<file path="src/rtl/pipe_trace_tagger.sv">
// rtl/pipe_trace_tagger.sv - shadow trace tagger tracking instructions through the five-stage pipeline
module pipe_trace_tagger #(
  parameter int ID_W  = 8,
  parameter int CYC_W = 32
) (
  input  logic              clk,
  input  logic              rst,
  input  logic              if_id_stall,
  input  logic              if_flush,
  input  logic [15:0]       fetch_pc,
  input  logic [15:0]       fetch_instr,
  output logic [ID_W-1:0]   if_id_tag,
  output logic [ID_W-1:0]   id_ex_tag,
  output logic [ID_W-1:0]   ex_mem_tag,
  output logic [ID_W-1:0]   mem_wb_tag,
  output logic              retire_valid,
  output logic [ID_W-1:0]   retire_id,
  output logic [15:0]       retire_pc,
  output logic [15:0]       retire_instr,
  output logic              retire_flushed,
  output logic [CYC_W-1:0]  retire_cycle,
  output logic [CYC_W-1:0]  cycle_count,
  output logic [CYC_W-1:0]  retired_count,
  output logic [CYC_W-1:0]  flushed_count,
  output logic              done
);

  typedef struct packed {
    logic            valid;
    logic            flushed;
    logic [ID_W-1:0] id;
    logic [15:0]     pc;
    logic [15:0]     instr;
  } slot_t;

  slot_t            if_id_q, if_id_d;
  slot_t            id_ex_q, id_ex_d;
  slot_t            ex_mem_q, ex_mem_d;
  slot_t            mem_wb_q, mem_wb_d;
  logic [ID_W-1:0]  next_id_q, next_id_d;
  logic [CYC_W-1:0] cycle_q, cycle_d;
  logic [CYC_W-1:0] retired_q, retired_d;
  logic [CYC_W-1:0] flushed_q, flushed_d;
  logic             done_q, done_d;

  // Slot shifting: stall holds IF/ID and drops a bubble into ID/EX; later stages always advance
  always_comb begin
    if_id_d   = if_id_q;
    next_id_d = next_id_q;
    if (!if_id_stall) begin
      if_id_d.valid   = 1'b1;
      if_id_d.flushed = if_flush;
      if_id_d.id      = next_id_q;
      if_id_d.pc      = fetch_pc;
      if_id_d.instr   = fetch_instr;
      if (!done_q) begin
        next_id_d = next_id_q + 1'b1;
      end
    end
    id_ex_d  = if_id_stall ? '0 : if_id_q;
    ex_mem_d = id_ex_q;
    mem_wb_d = ex_mem_q;
  end

  // Retire view of the MEM/WB slot; everything reads zero once halted or on a bubble
  always_comb begin
    retire_valid   = mem_wb_q.valid & ~done_q;
    retire_id      = retire_valid ? mem_wb_q.id      : '0;
    retire_pc      = retire_valid ? mem_wb_q.pc      : '0;
    retire_instr   = retire_valid ? mem_wb_q.instr   : '0;
    retire_flushed = retire_valid ? mem_wb_q.flushed : 1'b0;
    retire_cycle   = retire_valid ? cycle_q          : '0;
  end

  // Saturating counters and the sticky halt flag, all frozen after halt
  always_comb begin
    cycle_d   = cycle_q;
    retired_d = retired_q;
    flushed_d = flushed_q;
    done_d    = done_q;
    if (!done_q && cycle_q != {CYC_W{1'b1}}) begin
      cycle_d = cycle_q + 1'b1;
    end
    if (retire_valid && !retire_flushed && retired_q != {CYC_W{1'b1}}) begin
      retired_d = retired_q + 1'b1;
    end
    if (retire_valid && retire_flushed && flushed_q != {CYC_W{1'b1}}) begin
      flushed_d = flushed_q + 1'b1;
    end
    if (retire_valid && !retire_flushed && retire_instr[15:12] == 4'hF) begin
      done_d = 1'b1;
    end
  end

  // State registers with synchronous reset
  always_ff @(posedge clk) begin
    if (rst) begin
      if_id_q   <= '0;
      id_ex_q   <= '0;
      ex_mem_q  <= '0;
      mem_wb_q  <= '0;
      next_id_q <= '0;
      cycle_q   <= '0;
      retired_q <= '0;
      flushed_q <= '0;
      done_q    <= 1'b0;
    end else begin
      if_id_q   <= if_id_d;
      id_ex_q   <= id_ex_d;
      ex_mem_q  <= ex_mem_d;
      mem_wb_q  <= mem_wb_d;
      next_id_q <= next_id_d;
      cycle_q   <= cycle_d;
      retired_q <= retired_d;
      flushed_q <= flushed_d;
      done_q    <= done_d;
    end
  end

  // Per-slot tags; bubbles read as zero
  always_comb begin
    if_id_tag  = if_id_q.valid  ? if_id_q.id  : '0;
    id_ex_tag  = id_ex_q.valid  ? id_ex_q.id  : '0;
    ex_mem_tag = ex_mem_q.valid ? ex_mem_q.id : '0;
    mem_wb_tag = mem_wb_q.valid ? mem_wb_q.id : '0;
  end

  assign cycle_count   = cycle_q;
  assign retired_count = retired_q;
  assign flushed_count = flushed_q;
  assign done          = done_q;

endmodule
</file>
<file path="config.mk">
export PLATFORM = sky130hd
export DESIGN_NAME = pipe_trace_tagger
export DESIGN_NICKNAME = d
export VERILOG_FILES = /design/src/rtl/pipe_trace_tagger.sv
export SDC_FILE = /design/constraint.sdc
export NUM_CORES = 1
export LEC_CHECK = 0
export CAP_MARGIN = 20
export CELL_PAD_IN_SITES_DETAIL_PLACEMENT = 2
export CELL_PAD_IN_SITES_GLOBAL_PLACEMENT = 2
export CORE_MARGIN = 10
export CORE_UTILIZATION = 31
export CTS_BUF_LIST = sky130_fd_sc_hd__clkbuf_16
export CTS_CLUSTER_SIZE = 14
export DETAILED_ROUTE_END_ITERATION = 8
export PLACE_DENSITY = 0.77
export SETUP_SLACK_MARGIN = 0.2
export SYNTH_ARGS = -nofsm -noshare
export SYNTH_HDL_FRONTEND = slang
export SYNTH_SLANG_ARGS = --single-unit
</file>
<file path="constraint.sdc">
create_clock -name clk -period 2.7 [get_ports clk]
set_clock_uncertainty 0.15 [all_clocks]
set_input_delay 0.81 -clock clk [delete_from_list [all_inputs] [get_ports clk]]
set_output_delay 0.81 -clock clk [all_outputs]
set_load 0.03 [all_outputs]
</file>
==> impl_metrics.yaml <==
hold_path:
  min_to: "ex_mem_q[12]"
  hold_depth: 1
  hold_start: "ex_mem_d[12]"
  worst_hold_path_type: "reg2reg"
clock_network:
  cts_tree: "yes"
  insertion_delay_ps: 560
  numCtsBuffers: 30
  cts_max_path_buffers: 3
  cts-root-buf: "clkbuf_16"
  htreeDepth: 1
  clk_pin_slew_ps: 60
  clock-sinks: 273
setup_path:
  rr_startpoint: "mem_wb_q[41]"
  path_max_fanout: 8
  cp.arrival_ps: 1820
  startpoint_type: "flip-flop"
  r2r_slack_ps: 240
  r2r_cells: 11
  reg2reg_to: "flushed_count[27]"
  critPathKind: "reg2out"
  cp-end-kind: "output pin"
  required_ps: 1740
yosys:
  ys_top_cells_by_area: "dfxtp_1, and2_1, nor2b_1, mux2i_1, nor2_1"
  yosys_most_used_dff: "dfxtp_1"
  ys_types: 55
  synth_edf_count: 0
  syn-num-nets: 1195
  synth_top_area_frac: 0.504
  syn-mean-instance-area_um2: 9.40
  synthArstFlopShare: 0
  ys_warn_count: 0
  syn_area_um2: 10900
  syn_inst: 1155
  ys_seq_area_frac: 0.504
  yosysTopAreaCell: "dfxtp_1"
  ys_ff_latch: 273
timing:
  maxSlewHeadroom: 0.671
  setup_violations: 64
  fmax_ghz: 0.359
  fin_crit_ps: 2780
  slew_violations: 0
  setup_slack_ps: -83.8
  fin_setup_tns_ps: -2800
  fin_crit_sh: 1.03
  hold_violations: 0
  rsz0062_at_grt: "true"
  holdWs_ps: 287
  tightest_slew_ps: 493
status:
  violations: "setup timing"
  status: "finished, violations left"
flow_run:
  cap_viol_max_count: 0
pwr:
  intPower_uw: 6550
  p_switching_uw: 1950
  power.density_nw_per_um2: 536
  swShare: 0.229
  p_total_uw: 8490
  seqPwrFrac: 0.486
  peakVddDrop_v: 0.000445
  comb_power_share: 0.037
  p_clk_frac: 0.476
  p_leak_uw: 0.00650
global_route:
  grt_first_pass_wirelength_um: 63700
  grt_util_all_layers: 0.179
  grt-ovfl-total: 0
  antenna_found_initial: 1
  grt_max_degree: 62
  grt_pass1_vias: 10600
detailed_routing:
  drc_errors: 0
  dr.pass1.iters: 4
  wire_per_inst_um: 21.2
  drt_iter0_markers: 382
  routed-via-count: 9665
  ant_nets: 0
  viasPerCell: 4.98
  drt-total-wl_um: 41100
floorplanning:
  start_util: 0.314
  coreArea_um2: 34500
  pin_count: 239
  rows: 68
  die_y_um: 207
  die_w_um: 207
  dieArea_um2: 42900
layout:
  nets: 1500
  mostFrequentLayoutCells: "dfxtp_1, buf_6, nor2_1, nor2b_1, and2_4"
  area_growth_pct: 46.0
  final_core_util: 0.459
  final_common_cell: "dfxtp_1"
  num_antenna_cells: 0
  n_fill_cell: 3632
  drive_gt1_frac: 0.263
placed_design:
  place_hpwl_um: 26400
  port_buffers: 238
  place.gp.congestion: 0.763
[area by class of cell]
class,instances,area (µm²),area share
clock inverters,26,219,0.0138
flip-flops and latches,273,5470,0.345
well taps,455,569,0.0359
clock buffers,30,751,0.0474
multi-input cells,808,5410,0.341
repair buffers,333,3370,0.213
inverters,14,57.6,0.00363
[state kept, by name, indices dropped and copies added (netlist names)]
signal	cells
ex_mem_q	42
done	1
cycle_count	32
mem_wb_q	42
flushed_count	32
next_id_q	8
if_id_q	42
ex_mem_d	42
retired_count	32
[Yosys cell counts, types with 10 or more instances]
cell / instances
a21oi_1: 65
and2_1: 141
and3_1: 11
and4_1: 10
clkbuf_1: 47
dfxtp_1: 273
inv_1: 14
mux2i_1: 43
nand2_1: 41
nand3_1: 40
nand4_1: 24
nor2_1: 100
nor2b_1: 105
o21ai_0: 25
o31ai_1: 31
or3_1: 33
or4_1: 37
xor2_1: 12
[per-layer routing]
metal | up-vias | global-route usage | part of all wire
met2 | 160 | 0.328 | 0.53
li1 | 4603 | - | -
met4 | 0 | 0.0321 | 0.010
met5 | - | 0 | 0
met1 | 4872 | 0.217 | 0.43
met3 | 30 | 0.0289 | 0.034
[kinds of logic after synthesis]
logic type | Yosys count | share of synthesized area
simple gates | 582 | 0.312
flops | 273 | 0.504
compound gates | 147 | 0.0819
buf+inv | 75 | 0.0299
mux | 53 | 0.0511
xor+xnor | 21 | 0.0169
fa+ha+maj | 4 | 0.00461
[worst max-delay path by stage]
stage | startpoint | end
after floorplan | done | retire_cycle[24]
after global placement | mem_wb_q[41] | retire_pc[3]
after detailed placement | mem_wb_q[41] | retire_instr[14]
after CTS | mem_wb_q[41] | retire_pc[14]
after global routing | mem_wb_q[41] | retire_instr[12]
final | mem_wb_q[41] | retire_pc[1]
[timing repair]
item | CTS | global route
endpoints found under the hold margin | 0 | 0
endpoints found under the setup margin | 202 | 171
hold buffers | 0 | 0
cloned | 5 | 2
pin swaps | 11 | 16
setup buffers | 19 | 22
resized for setup | 743 | 124
[power groups by stage]
stage	combinational, µW	clock, µW	sequential, µW
finish	317	4050	4130
global route	350	4350	4140
CTS	314	4130	4130
detailed placement	297	0	4220
global placement	287	0	4210
floorplan	158	0	4210
[through the flow]
step	cell area, µm²	setup slack (ps)	std cells
floorplan	10900	219	1155
global placement	14000	129	1835
detailed placement	14000	83.4	1835
CTS	15500	-73.3	1915
global route	15800	-143	1939
finish	15800	-83.8	1939
[worst max-delay path: stages (launching register included)]
cell and delay, ps:
dfxtp_2 350, nor2b_4 190, buf_6 110, buf_6 100
buf_16 130, buf_6 100, and2_4 140, buf_6 130
Note: power is estimated with default switching activity, not from simulation.
